**config.mk**
```make
export PLATFORM = sky130hd
export DESIGN_NAME = width_conv_fifo
export DESIGN_NICKNAME = d
export VERILOG_FILES = /design/src/rtl/fifo_pkg.sv /design/src/rtl/fifo_word_packer.sv /design/src/rtl/width_conv_fifo.sv
export SDC_FILE = /design/constraint.sdc
export NUM_CORES = 1
export LEC_CHECK = 0
export CAP_MARGIN = 20
export CORE_ASPECT_RATIO = 1.5
export CORE_MARGIN = 4
export CORE_UTILIZATION = 30
export CTS_CLUSTER_SIZE = 40
export DETAILED_ROUTE_END_ITERATION = 12
export DONT_BUFFER_PORTS = 1
export PLACE_DENSITY = 0.43
export SYNTH_ARGS = -nofsm -noshare
export SYNTH_HDL_FRONTEND = slang
export SYNTH_SLANG_ARGS = --single-unit
```
**constraint.sdc**
```tcl
create_clock -name clk -period 6.1 [get_ports clk]
set_input_delay 0.305 -clock clk [delete_from_list [all_inputs] [get_ports clk]]
set_output_delay 0.305 -clock clk [all_outputs]
set_load 0.005 [all_outputs]
```
**src/rtl/fifo_pkg.sv**
```systemverilog
// Shared defaults and helpers for the FIFO blocks in this codebase.
package fifo_pkg;

    localparam int FIFO_DEF_IN_BITS    = 8;
    localparam int FIFO_DEF_RATIO      = 4;
    localparam int FIFO_DEF_DEPTH_LOG2 = 2;

    // Smallest r such that 2**r >= value; used for lane and pointer widths.
    function automatic int fifo_log2(input int value);
        int r;
        r = 0;
        while ((1 << r) < value) begin
            r = r + 1;
        end
        return r;
    endfunction

endpackage

```
**src/rtl/fifo_word_packer.sv**
```systemverilog
// Assembles RATIO narrow lanes into one wide word and decides when the
// word is committed to storage (word complete, or flushed partial word).
module fifo_word_packer
    import fifo_pkg::*;
#(
    parameter int IN_BITS = FIFO_DEF_IN_BITS,
    parameter int RATIO   = FIFO_DEF_RATIO,
    localparam int LW       = fifo_log2(RATIO),
    localparam int OUT_BITS = IN_BITS * RATIO
) (
    input  logic                clk,
    input  logic                rst_n,
    input  logic [IN_BITS-1:0]  data_i,
    input  logic                wr_en_i,
    input  logic                flush_i,
    input  logic                full_i,
    output logic                commit_o,
    output logic [OUT_BITS-1:0] word_o,
    output logic [LW-1:0]       lane_count_o
);

    logic [LW-1:0]       lane_q, lane_d;
    logic [OUT_BITS-1:0] asm_q, asm_d;
    logic [OUT_BITS-1:0] merged;
    logic                wr_acc;
    logic                held;
    logic                commit;

    // Merge the incoming lane and decide on a commit. The assembler is
    // cleared after every commit, so unfilled lanes of a flushed word are zero.
    always_comb begin
        wr_acc = wr_en_i && !full_i;
        merged = asm_q;
        if (wr_acc) begin
            merged[lane_q*IN_BITS +: IN_BITS] = data_i;
        end
        held   = (lane_q != '0) || wr_acc;
        commit = (wr_acc && (lane_q == LW'(RATIO - 1))) ||
                 (flush_i && !full_i && held);
        lane_d = lane_q;
        asm_d  = asm_q;
        if (commit) begin
            lane_d = '0;
            asm_d  = '0;
        end else if (wr_acc) begin
            lane_d = lane_q + 1'b1;
            asm_d  = merged;
        end
    end

    // Assembler state register.
    always_ff @(posedge clk or negedge rst_n) begin
        if (!rst_n) begin
            lane_q <= '0;
            asm_q  <= '0;
        end else begin
            lane_q <= lane_d;
            asm_q  <= asm_d;
        end
    end

    assign commit_o     = commit;
    assign word_o       = merged;
    assign lane_count_o = lane_q;

endmodule

```
**src/rtl/width_conv_fifo.sv**
```systemverilog
// Narrow-write / wide-read FIFO: lanes are packed into words by the packer,
// stored in a small memory, and read out through a registered output.
module width_conv_fifo
    import fifo_pkg::*;
#(
    parameter int IN_BITS    = FIFO_DEF_IN_BITS,
    parameter int RATIO      = FIFO_DEF_RATIO,
    parameter int DEPTH_LOG2 = FIFO_DEF_DEPTH_LOG2,
    parameter int AF_THRESH  = (1 << DEPTH_LOG2) - 1,
    localparam int OUT_BITS = IN_BITS * RATIO,
    localparam int LW       = fifo_log2(RATIO),
    localparam int DEPTH    = 1 << DEPTH_LOG2
) (
    input  logic                  clk,
    input  logic                  reset,
    input  logic [IN_BITS-1:0]    data_in,
    input  logic                  write_en,
    input  logic                  flush,
    input  logic                  read_en,
    output logic [OUT_BITS-1:0]   data_out,
    output logic                  data_valid,
    output logic                  full,
    output logic                  empty,
    output logic                  almost_full,
    output logic [DEPTH_LOG2:0]   level,
    output logic [LW-1:0]         lane_count
);

    localparam logic [DEPTH_LOG2:0] DEPTH_LEVEL = (DEPTH_LOG2 + 1)'(DEPTH);
    localparam logic [DEPTH_LOG2:0] AF_LEVEL    = (DEPTH_LOG2 + 1)'(AF_THRESH);

    logic [OUT_BITS-1:0]   mem [DEPTH];
    logic [DEPTH_LOG2-1:0] wr_ptr_q, wr_ptr_d;
    logic [DEPTH_LOG2-1:0] rd_ptr_q, rd_ptr_d;
    logic [DEPTH_LOG2:0]   level_q, level_d;
    logic [OUT_BITS-1:0]   data_out_q, data_out_d;
    logic                  data_valid_q, data_valid_d;
    logic                  commit;
    logic [OUT_BITS-1:0]   commit_word;
    logic                  rd_acc;
    logic                  full_w;
    logic                  empty_w;

    fifo_word_packer #(
        .IN_BITS (IN_BITS),
        .RATIO   (RATIO)
    ) u_packer (
        .clk          (clk),
        .rst_n        (reset),
        .data_i       (data_in),
        .wr_en_i      (write_en),
        .flush_i      (flush),
        .full_i       (full_w),
        .commit_o     (commit),
        .word_o       (commit_word),
        .lane_count_o (lane_count)
    );

    // Status flags come from the level register alone.
    always_comb begin
        full_w      = (level_q == DEPTH_LEVEL);
        empty_w     = (level_q == '0);
        almost_full = (level_q >= AF_LEVEL);
    end

    // Pointer, level and read-register next state. A read only sees words
    // already in memory, so a word committed this cycle is readable next cycle.
    always_comb begin
        rd_acc       = read_en && !empty_w;
        wr_ptr_d     = commit ? wr_ptr_q + 1'b1 : wr_ptr_q;
        rd_ptr_d     = rd_acc ? rd_ptr_q + 1'b1 : rd_ptr_q;
        data_out_d   = rd_acc ? mem[rd_ptr_q] : data_out_q;
        data_valid_d = rd_acc;
        case ({commit, rd_acc})
            2'b10:   level_d = level_q + 1'b1;
            2'b01:   level_d = level_q - 1'b1;
            default: level_d = level_q;
        endcase
    end

    // Control and read-data registers.
    always_ff @(posedge clk or negedge reset) begin
        if (!reset) begin
            wr_ptr_q     <= '0;
            rd_ptr_q     <= '0;
            level_q      <= '0;
            data_out_q   <= '0;
            data_valid_q <= 1'b0;
        end else begin
            wr_ptr_q     <= wr_ptr_d;
            rd_ptr_q     <= rd_ptr_d;
            level_q      <= level_d;
            data_out_q   <= data_out_d;
            data_valid_q <= data_valid_d;
        end
    end

    // Storage array; contents are don't-care until written, so no reset.
    always_ff @(posedge clk) begin
        if (commit) begin
            mem[wr_ptr_q] <= commit_word;
        end
    end

    assign full       = full_w;
    assign empty      = empty_w;
    assign data_out   = data_out_q;
    assign data_valid = data_valid_q;
    assign level      = level_q;

endmodule

```
# Yosys cells after proc, flatten, opt, wreduce, memory -nomap -nowiden
# Memory sizes are Yosys's and may differ from the RTL's. A register that Yosys moved wholly into a read port is not among the register bits.
# Cells that the tools add are included.
[word_totals]
output_inout_bits = 41
inputBits = 13
n_memories = 1
mem_bits_rw = 128
wordCells = 43
register_bits = 42
[op_classes]
shift = 2
n_reduce_logical = 14
order_cmp = 1
mux = 9
n_eq_ne = 4
addsub = 6
[memory_table]
columns = ["name", "words", "word_bits", "read_ports", "rd_ports_with_merged_regs", "write_ports", "line", "source"]
rows = [
  ["mem", 4, 32, 1, 1, 1, "width_conv_fifo.sv:32", "logic [OUT_BITS-1:0] mem [DEPTH];"],
]
[ops]
columns = ["operator", "n"]
rows = [
  ["two-way mux 32 bit", 3],
  ["negation 5 -> 34 bit", 1],
  ["variable shift 8 x 34 -> 32 bit (first input constant)", 1],
  ["indexed part select 8 x 34 -> 32 bit", 1],
  ["bitwise mux 32 bit", 1],
  ["adder 2 x 1 -> 2 bit (second input constant)", 3],
  ["case mux 3 bit (2 select lines)", 1],
  ["nonzero test 2 bit", 3],
  ["logical AND 1 bit", 5],
  ["equality test 2 bit (second input constant)", 2],
  ["two-way mux 2 bit", 2],
  ["adder 3 x 1 -> 3 bit (second input constant)", 1],
  ["equality test 3 bit (second input constant)", 1],
  ["greater-or-equal comparator 3 x 2 -> 1 bit (second input constant)", 1],
  ["logical NOT 1 bit", 3],
  ["logical NOT 3 bit", 1],
  ["subtractor 3 x 1 -> 3 bit (second input constant)", 1],
  ["equality test 2 x 1 -> 1 bit (second input constant)", 1],
  ["logical OR 1 bit", 2],
  ["two-way mux 1 bit", 2],
]

# Longest topological paths before layout
# Gate-level depths: netlist (run 1).
[logic_depth]
ltp_word = 8
ltp_mapped = 12
mapped_depth_nobuf = 11

# By module
# A second synthesis (run 1) with hierarchy kept.
[unflattened]
hier_cells = 513
hier_area_um2 = 8116.5
[modules_own_cells]
columns = ["mod", "seq_area_each_um2", "n_inst", "cells_each", "area_each_um2"]
rows = [
  ["width_conv_fifo", 4844.6, 1, 342, 6313.6],
  ["fifo_word_packer", 850.8, 1, 171, 1803.0],
]

# Least setup slack after synthesis (run 1)
# OpenSTA, ideal clock, no wires.
[synth_timing]
kind = "reg-to-reg"
from = "register u_packer.lane_q[0], in the netlist u_packer.lane_count_o[0]"
to = "memory mem[0][0] in the netlist's numbering, enable pin"
n_path_buf = 1
slack_ns = 2.608
setup_ns = 0.425
t_arrival_ns = 3.067
path_stages_with_launch = 8
t_required_ns = 5.675
synth_period_minus_slack_ns = 3.492
path_cell_list = "dfrtp_1 -> inv_1 -> ha_1 -> or2b_2 -> nand3_2 -> and2_1 -> buf_6 -> nor2b_1"
[synth_between]
elab_chain_cells = 6
[synth_lines]
columns = ["item", "line", "source"]
rows = [
  ["start: declaration", "fifo_word_packer.sv:22", "logic [LW-1:0] lane_q, lane_d;"],
  ["start signal: assignment", "fifo_word_packer.sv:57", "lane_q <= lane_d;"],
  ["nonzero test 2 bit", "fifo_word_packer.sv:37", "held = (lane_q != '0) || wr_acc;"],
  ["logical OR 1 bit", "fifo_word_packer.sv:37", ""],
  ["logical AND 1 bit", "fifo_word_packer.sv:39", "(flush_i && !full_i && held);"],
  ["logical OR 1 bit (*)", "fifo_word_packer.sv:38", "commit = (wr_acc && (lane_q == LW'(RATIO - 1))) ||"],
  ["two-way mux 1 bit (*)", "width_conv_fifo.sv:100", "if (commit) begin"],
  ["two-way mux 1 bit (not written as such) (*)", "width_conv_fifo.sv:101", "mem[wr_ptr_q] <= commit_word;"],
  ["end: declaration", "width_conv_fifo.sv:32", ""],
]
# Every way passes the cells marked *; elsewhere a longest branch is shown, timed or not.

# Final worst setup path (run 1)
[layout_timing]
from = "register u_packer.lane_q[0], in the netlist u_packer.lane_count_o[0]"
to = "register level_q[2], in the netlist level[2]"
[layout_between]
elab_chain_cells = 6
[layout_lines]
columns = ["item", "line", "source"]
rows = [
  ["nonzero test 2 bit", "fifo_word_packer.sv:37", ""],
  ["logical OR 1 bit", "fifo_word_packer.sv:37", ""],
  ["logical AND 1 bit", "fifo_word_packer.sv:39", ""],
  ["logical OR 1 bit (*)", "fifo_word_packer.sv:38", ""],
  ["equality test 2 x 1 -> 1 bit / equality test 2 bit (equally long branches)", "width_conv_fifo.sv:74", "case ({commit, rd_acc})"],
  ["case mux 3 bit (2 select lines) / nonzero test 2 bit (equally long branches)", "n/a", ""],
  ["end signal: assignment", "width_conv_fifo.sv:92", "level_q <= level_d;"],
  ["end: declaration", "width_conv_fifo.sv:35", "logic [DEPTH_LOG2:0] level_q, level_d;"],
]
# Marks and branches as above.
# A chain may end at the register's enable or synchronous reset.

==> results of run 1 <==
-- area by class of cell --
cell class | instances | area [sq um] | area share
repair buffers | 17 | 173 | 0.0186
inverters | 9 | 33.8 | 0.00365
multi-input cells | 255 | 2290 | 0.247
clock buffers | 27 | 548 | 0.0592
clock inverters | 10 | 104 | 0.0112
flip-flops and latches | 202 | 5700 | 0.615
well taps | 337 | 422 | 0.0455
-- state kept, by name, summed over array words and instances (netlist names) --
signal	flops
mem	128
data_out	32
u_packer.asm_q	32
level	3
rd_ptr_q	2
u_packer.lane_count_o	2
wr_ptr_q	2
data_valid	1
-- kinds of logic (layout without fill, tap and decap cells) --
kind of cell | count (synthesis) | count (layout) | share of synthesized area
xor gates and xnor gates | 6 | 6 | 0.00642
and+or+nand+nor | 110 | 110 | 0.0689
DFF | 202 | 202 | 0.696
muxes | 66 | 66 | 0.135
adders and majority gates | 11 | 11 | 0.0177
buffers and inverters | 35 | 63 | 0.0263
AOI/OAI and AO/OA | 62 | 62 | 0.0503
-- report_power, final --
| part | internal [mW] | total (mW) | switching [mW] | leakage [nW] |
|---|---|---|---|---|
| clock network | 0.721 | 1.23 | 0.511 | 0.316 |
| logic | 0.512 | 1.11 | 0.594 | 0.892 |
| registers | 1.83 | 2.06 | 0.228 | 2.14 |
-- worst reg2reg max path, stage by stage, from the launching register on --
cell	delay [ns]
sky130_fd_sc_hd__dfrtp_1	0.52
sky130_fd_sc_hd__inv_1	0.22
sky130_fd_sc_hd__ha_1	0.35
sky130_fd_sc_hd__or2b_2	0.35
sky130_fd_sc_hd__nand3_2	0.15
sky130_fd_sc_hd__and2_1	0.40
sky130_fd_sc_hd__ha_1	0.28
sky130_fd_sc_hd__inv_1	0.06
sky130_fd_sc_hd__fa_1	0.37
sky130_fd_sc_hd__xor2_1	0.15
sky130_fd_sc_hd__nor2_1	0.11
sky130_fd_sc_hd__xor2_1	0.16
-- layout by cell type (no fill, tap or decap), types with 4 or more instances in the layout --
cell | synthesis | final
sky130_fd_sc_hd__o21ai_0 | 24 | 24
sky130_fd_sc_hd__and3_1 | 8 | 8
sky130_fd_sc_hd__xnor2_1 | 4 | 4
sky130_fd_sc_hd__nor2_1 | 25 | 25
sky130_fd_sc_hd__clkbuf_1 | 7 | 6
sky130_fd_sc_hd__mux4_2 | 32 | 32
sky130_fd_sc_hd__edfxtp_1 | 128 | 128
sky130_fd_sc_hd__nand2_1 | 52 | 52
sky130_fd_sc_hd__buf_4 | 6 | 6
sky130_fd_sc_hd__dlygate4sd3_1 | 0 | 10
sky130_fd_sc_hd__dfrtp_1 | 74 | 72
sky130_fd_sc_hd__inv_1 | 8 | 8
sky130_fd_sc_hd__a22o_1 | 8 | 8
sky130_fd_sc_hd__ha_1 | 10 | 10
sky130_fd_sc_hd__clkbuf_16 | 0 | 21
sky130_fd_sc_hd__mux2_2 | 32 | 32
sky130_fd_sc_hd__nor2b_2 | 0 | 4
sky130_fd_sc_hd__a22oi_1 | 24 | 24
sky130_fd_sc_hd__clkinv_2 | 0 | 5
-- through the flow --
step / utilization / power [mW]
finish: 0.347 / 4.39
CTS: 0.347 / 4.50
floorplan: - / 2.91
detailed placement: 0.318 / 3.22
global route: 0.347 / 4.68
global placement: 0.318 / 3.19
-- what timing repair did --
action	4_1_cts	5_1_grt
buffers inserted	0	0
hold endpoints to repair	99	0
hold buffers	11	0
-- final timing paths --
check                                         startpoint                 end  slack [ns]  depth (start not counted)
worst min-delay path                             read_en         rd_ptr_q[0]        0.03                          2
max in group asynchronous                          reset         rd_ptr_q[0]        5.32                          2
min in group asynchronous                          reset  u_packer.asm_q[12]        0.45                          2
worst min register to register        u_packer.asm_q[30]  u_packer.asm_q[30]        0.51                          1
worst max register to register  u_packer.lane_count_o[0]            level[2]        2.89                         11
worst max-delay path            u_packer.lane_count_o[0]            level[2]        2.89                         11
-- cells in the mapped netlist, drive strengths merged, types with 7 or more instances --
library cell  instances  area share
a22o                  8      0.0086
a22oi                24       0.022
and3                  9      0.0075
buf                  19       0.019
clkbuf                7      0.0032
dfrtp                74        0.23
edfxtp              128        0.47
ha                   10       0.015
inv                   8      0.0037
mux2                 33       0.045
mux4                 32       0.088
nand2                52       0.024
nor2                 25       0.011
o21ai                24       0.015
-- metal layers --
metal	vias to the layer above	routed length, microns
li1	1889	-
met1	2188	7510
met2	98	9630
met3	35	1030
met4	0	682
met5	-	0
==> results.cfg, run 1 <==
[synth]
number_of_flip_flops_and_latches_in_the_synthesized_netlist = 202
synth_nets = 516
synth_area_per_cell_sq_um = 16.6
synth.cell_area_sq_um = 8190
synthesis.instances = 492
synth_sequential_area_ratio = 0.696
number_of_enable_flip_flop_cells_after_synthesis = 128
ys_async_sr_fraction = 0.366
library_cells_used_by_synthesis = 41
yosys_warnings = 0
synthFlopType = sky130_fd_sc_hd__edfxtp_1

[placement]
globalplace.congestion = 0.751
detailed_place.area_sq_um = 8480
placedCellCount = 809
preCtsSetupSlack_ns = 2.91
dpl.hpwl_mm = 10.7
io_buffer_count = 0

[drt]
routed_wirelength_mm = 18.9
drcViolationCount = 0
detail_route.vias_per_cell = 4.91
initialDrtViolationCount = 217
antenna_left = 0
drt_pre_antenna_iters = 4
vias = 4210
routed_wire_length_per_instance_microns = 22.0

[critical_path]
critical_path.max_stage_delay_ns = 0.52
timing.critical_path.to_type = flip-flop
crit_slowest_cell = sky130_fd_sc_hd__dfrtp_1
cp.required_ns = 6.51
crit_fanout = 9
cp_cell_sequence = inv_1 > ha_1 > or2b_2 > nand3_2 > and2_1 > ha_1 > inv_1 > fa_1 > xor2_1 > nor2_1 > xor2_1
worst-path-buf-inv = 2
critPathKind = flip-flop to flip-flop
category_of_cells_accounting_for_the_largest_share_of_critical_path_delay = simple AND/OR/NAND/NOR gates
worst_ep_arrival_time_ns = 3.62
startpoint_type = flip-flop

[run_status]
status = completed

[timing]
layout_setup_ws_ns = 2.89
max_slew.worst_pin.slew_ns = 0.961
rsz0062_at_grt = false
timing.max_slew.rel_slack = 0.359
holdWs_ns = 0.0283
totalNegativeSetupSlack_ns = 0
final.setup_skew_ns = 0.00962
setup-violations-final = 0
finalCritPeriodShare = 0.526
final.min_clock_period_ns = 3.21
slew_viol_final = 0
clock.fmax_ghz = 0.311
timing.final.hold_violations = 0

[floorplan]
initial_core_util = 0.307
std_cell_rows = 73
die_height_microns = 210
number_of_top_level_pins = 54
die_area_sq_um = 30100
floorplan.die.width_microns = 143
core_area_sq_um = 26700

[final_layout]
design_area_sq_um = 9260
area.growth.synth_to_final_pct = 13.2
finish.cell_count_without_fillers = 857
num-nets-final = 530
final_layout_size_suffix_gt1_frac = 0.227
fillers = 2586
diodes = 0

[power]
vdd_drop_max_uv = 238
power_leakage_nw = 3.35
power_density_nw_per_um2 = 474

[global_route]
grt_remaining_overflow = 0
grt_pass1_vias = 4691
grtUsageMet3 = 0.0291
grt_pass1_wl_mm = 29.3
globalRouteMet1Util = 0.156
antenna_violations_before_repair = 0
grt-busiest-layer = met2
groute.usage.overall = 0.129
globalRouteMet2Util = 0.222
grt_start_max_net_pins = 75

[clock_network]
ctsResizeCount = 0
clk_path_buf_depth = 3
clkTransAtPathRegs_ns = 0.06
count_of_h_tree_levels_built_during_cts = 1
clock_sinks = 202
numCtsBuffers = 21
cts_root_buf = sky130_fd_sc_hd__clkbuf_16
insertion_delay_ns = 0.49
cts_tree = built

[hold_path]
holdCritPathClass = input pin to flip-flop

[flow_run]
cap_viol_max_count = 0
Power figures use the tool's default switching activity.
==> inputs of run 2 (changes only) <==
- clock period: 6.1 -> 3.1 ns (I/O delays scaled with it)
==> results.cfg, run 2 (synthesized netlist as in run 1, its figures left out) <==
[run_status]
status = completed

[floorplan]
floorplan.die.width_microns = 143
die_height_microns = 210
number_of_top_level_pins = 54
die_area_sq_um = 30100
std_cell_rows = 73
core_area_sq_um = 26700
initial_core_util = 0.307

[global_route]
globalRouteMet2Util = 0.217
antenna_violations_before_repair = 0
grt_start_max_net_pins = 75
globalRouteMet1Util = 0.153
grtUsageMet3 = 0.0232
grt-busiest-layer = met2
grt_pass1_vias = 4498
groute.usage.overall = 0.124
grt_pass1_wl_mm = 28.2
grt_remaining_overflow = 0

[power]
power_density_nw_per_um2 = 922
vdd_drop_max_uv = 514
power_leakage_nw = 3.41

[critical_path]
startpoint_type = flip-flop
cp_cell_sequence = inv_1 > ha_1 > or2b_2 > nand3_2 > and2_1 > ha_1 > inv_1 > fa_1 > xor2_1 > nor2_1 > xor2_1
crit_fanout = 9
timing.critical_path.to_type = flip-flop
worst_ep_arrival_time_ns = 3.14
critPathKind = flip-flop to flip-flop
cp.required_ns = 3.50
critical_path.max_stage_delay_ns = 0.45
crit_slowest_cell = sky130_fd_sc_hd__dfrtp_1

[timing]
max_slew.worst_pin.slew_ns = 0.671
setup-violations-final = 0
final.setup_skew_ns = 0.0105
clock.fmax_ghz = 0.364
timing.max_slew.rel_slack = 0.550
layout_setup_ws_ns = 0.356
finalCritPeriodShare = 0.885
rsz0062_at_grt = false
slew_viol_final = 0
final.min_clock_period_ns = 2.74
timing.final.hold_violations = 0

[drt]
routed_wire_length_per_instance_microns = 21.1
drcViolationCount = 0
drt_pre_antenna_iters = 4
initialDrtViolationCount = 344
antenna_left = 0
routed_wirelength_mm = 18.3
detail_route.vias_per_cell = 4.87
vias = 4230

[placement]
globalplace.congestion = 0.738
placedCellCount = 819
detailed_place.area_sq_um = 8560
dpl.hpwl_mm = 11.2
io_buffer_count = 0
preCtsSetupSlack_ns = 0.353

[final_layout]
num-nets-final = 541
finish.utilization = 0.351
design_area_sq_um = 9350
final_layout_size_suffix_gt1_frac = 0.237
diodes = 0
layout_commonest_cell = sky130_fd_sc_hd__edfxtp_1
largest_register_ffs = 128
finish.cell_count_without_fillers = 868
area.growth.synth_to_final_pct = 14.3
mostFrequentLayoutCells = sky130_fd_sc_hd__edfxtp_1 (128), sky130_fd_sc_hd__dfrtp_1 (73), sky130_fd_sc_hd__nand2_1 (52)
largest_register = mem

[clock_network]
cts-hold-fix-buffers = 13
numCtsBuffers = 20
count_of_h_tree_levels_built_during_cts = 1
clk_path_buf_depth = 3
clkTransAtPathRegs_ns = 0.06
cts_tree = built
ctsResizeCount = 0
cts_root_buf = sky130_fd_sc_hd__clkbuf_16
clock_sinks = 202
insertion_delay_ns = 0.48
post-cts-setup-buffer-count = 0

[hold_path]
holdCritPathClass = input pin to flip-flop

[flow_run]
cap_viol_max_count = 0
run 2: layer usage:
layer	routed length (microns)	up-vias
met5	0	-
met4	454	0
met3	990	18
met2	9460	113
met1	7390	2178
li1	-	1921
run 2: cell type report:
| type | instances | area, sq um |
|---|---|---|
| Clock buffer | 27 | 578 |
| Timing Repair Buffer | 29 | 268 |
| Fill cell | 2567 | 17300 |
| Sequential cell | 202 | 5700 |
| Inverter | 9 | 33.8 |
| Tap cell | 337 | 422 |
| Clock inverter | 9 | 70.1 |
| Multi-Input combinational cell | 255 | 2290 |
run 2: final timing paths:
kind	from	to	slack (ns)	cells past startpoint
min	data_in[0]	mem[0][24]	0.008	1
max in group asynchronous	reset	rd_ptr_q[0]	2.49	2
max	u_packer.lane_count_o[1]	level[2]	0.36	11
min reg2reg	u_packer.asm_q[25]	u_packer.asm_q[25]	0.51	1
min in group asynchronous	reset	rd_ptr_q[1]	0.28	2
max reg2reg	u_packer.lane_count_o[1]	level[2]	0.36	11
run 2: critical path, delay by kind of cell (launching register included):
kind	cells	cell delay, ns
flip-flops	1	0.45
XOR/XNOR	2	0.32
buffers and inverters	2	0.20
adder cells (fa/ha/maj)	3	0.89
AND/OR/NAND/NOR	4	0.79
run 2: per-stage QoR:
stage	hold slack (ns)	setup TNS (ns)	power, mW
2_1_floorplan	-0.141	-50.21	5.73
3_3_place_gp	-0.137	0	6.31
3_5_place_dp	-0.138	0	6.39
4_1_cts	0.00271	0	8.84
5_1_grt	0.00843	0	9.16
6_report	0.00826	0	8.63
run 2: power by group:
group	internal, mW	total [mW]	switching, mW
Combinational	1.07	2.32	1.25
Sequential	3.59	3.96	0.363
Clock	1.39	2.35	0.959
Total	6.05	8.63	2.58
==> inputs of run 3 (changes only) <==
- clock period: 3.1 -> 3.3 ns (I/O delays scaled with it)
==> results.cfg, run 3 (synthesized netlist as in run 1, its figures left out) <==
[drt]
initialDrtViolationCount = 250
detail_route.vias_per_cell = 4.91
routed_wirelength_mm = 18.5
antenna_left = 0
vias = 4256
routed_wire_length_per_instance_microns = 21.4
drt_pre_antenna_iters = 4
drcViolationCount = 0

[power]
seq_power_share = 0.458
power_mw = 8.21
vdd_drop_max_uv = 471
power_report.internal_total_mw = 5.73
p_sw_frac = 0.301
power_leakage_nw = 3.41
power_switching_mw = 2.47
combinationalPowerShare = 0.264
power_density_nw_per_um2 = 876
power_frac_clock = 0.278

[clock_network]
clkTransAtPathRegs_ns = 0.06
cts_tree = built
clk_path_buf_depth = 3
numCtsBuffers = 20
count_of_h_tree_levels_built_during_cts = 1
ctsResizeCount = 0
clock_sinks = 202
cts_root_buf = sky130_fd_sc_hd__clkbuf_16
insertion_delay_ns = 0.49

[global_route]
antenna_violations_before_repair = 0
grt_start_max_net_pins = 75
grt_pass1_wl_mm = 28.8
groute.usage.overall = 0.126
grt_pass1_vias = 4502
grt_remaining_overflow = 0

[hold_path]
holdCritPathClass = input pin to flip-flop
holdPathStages = 1
hold_path_startpoint = data_in[4]
min_delay_worst_endpoint = mem[1][28]

[final_layout]
final_layout_size_suffix_gt1_frac = 0.236
largest_register = mem
diodes = 0
fillers = 2595
largest_register_ffs = 128
sequential_cell_area_sq_um = 5700
layout_commonest_cell = sky130_fd_sc_hd__edfxtp_1
finish.cell_count_without_fillers = 867
num-nets-final = 540
design_area_sq_um = 9370
area.growth.synth_to_final_pct = 14.5
mostFrequentLayoutCells = sky130_fd_sc_hd__edfxtp_1 (128), sky130_fd_sc_hd__dfrtp_1 (73), sky130_fd_sc_hd__nand2_1 (52)
area_of_the_multi_input_gates_sq_um = 2290

[placement]
globalplace.congestion = 0.735
detailed_place.area_sq_um = 8560
io_buffer_count = 0
preCtsSetupSlack_ns = 0.549
placedCellCount = 818
dpl.hpwl_mm = 11.5

[critical_path]
worst-path-buf-inv = 2
crit_fanout = 9
worst_ep_arrival_time_ns = 3.17
regToRegStartpoint = u_packer.lane_count_o[1]
timing.critical_path.to_type = flip-flop
cp.required_ns = 3.70
critical_path.reg2reg.endpoint = level[2]
worst_r2r_path_depth = 11
critical_path.max_stage_delay_ns = 0.44
crit_slowest_cell = sky130_fd_sc_hd__dfrtp_1
critPathKind = flip-flop to flip-flop
startpoint_type = flip-flop
cp_cell_sequence = inv_1 > ha_1 > or2b_2 > nand3_2 > and2_1 > ha_1 > inv_1 > fa_1 > xor2_1 > nor2_1 > xor2_1
ff2ff_setup_slack_ns = 0.54
category_of_cells_accounting_for_the_largest_share_of_critical_path_delay = adder cells

[floorplan]
die_area_sq_um = 30100
core_area_sq_um = 26700
die_height_microns = 210
number_of_top_level_pins = 54
floorplan.die.width_microns = 143
std_cell_rows = 73
initial_core_util = 0.307

[run_status]
status = completed

[timing]
clock.fmax_ghz = 0.362
timing.max_slew.rel_slack = 0.504
totalNegativeSetupSlack_ns = 0
finalCritPeriodShare = 0.837
final.min_clock_period_ns = 2.76
slew_viol_final = 0
layout_setup_ws_ns = 0.538
rsz0062_at_grt = false
setup-violations-final = 0
max_slew.worst_pin.slew_ns = 0.740
timing.final.hold_violations = 0
final.setup_skew_ns = 0.00765

[flow_run]
cap_viol_max_count = 0
[run 3: how the worst max path moves through the flow]
stage / startpoint / to / slack (ns) / depth (start not counted)
after floorplan: u_packer.lane_count_o[0] / mem[0][0] / -0.19 / 7
after global placement: u_packer.lane_count_o[0] / level[2] / 0.68 / 11
after detailed placement: u_packer.lane_count_o[0] / level[2] / 0.55 / 11
after CTS: u_packer.lane_count_o[0] / level[2] / 0.53 / 11
after global routing: u_packer.lane_count_o[1] / level[2] / 0.37 / 11
final: u_packer.lane_count_o[1] / level[2] / 0.54 / 11
[run 3: final cells by class]
cell class | count | area share
Tap cell | 337 | 0.0450
Clock buffer | 26 | 0.0591
Multi-Input combinational cell | 255 | 0.244
Inverter | 9 | 0.00360
Timing Repair Buffer | 28 | 0.0291
Clock inverter | 10 | 0.0115
Sequential cell | 202 | 0.608
[run 3: per-layer routing]
| metal | vias to the layer above | part of all wire | GRT usage |
|---|---|---|---|
| met2 | 91 | 0.51 | 0.214 |
| met4 | 0 | 0.027 | 0.0417 |
| li1 | 1913 | - | - |
| met3 | 33 | 0.043 | 0.0225 |
| met5 | - | 0 | 0 |
| met1 | 2219 | 0.42 | 0.162 |
[run 3: per-stage QoR]
stage | utilization | hold WS (ns)
6_report | 0.351 | 0.0264
4_1_cts | 0.351 | 0.00279
3_3_place_gp | 0.321 | -0.127
2_1_floorplan | - | -0.131
3_5_place_dp | 0.321 | -0.128
5_1_grt | 0.351 | 0.0134
[run 3: power groups by stage]
stage,Combinational (mW),Sequential (mW),Clock [mW]
6_report,2.17,3.76,2.28
4_1_cts,2.23,3.79,2.37
2_1_floorplan,1.73,3.66,0
3_3_place_gp,2.13,3.82,0
3_5_place_dp,2.18,3.84,0
5_1_grt,2.39,3.85,2.48
[run 3: what timing repair did]
action	CTS	global route
setup buffers	0	0
endpoints found under the hold margin	129	0
hold buffers	13	0
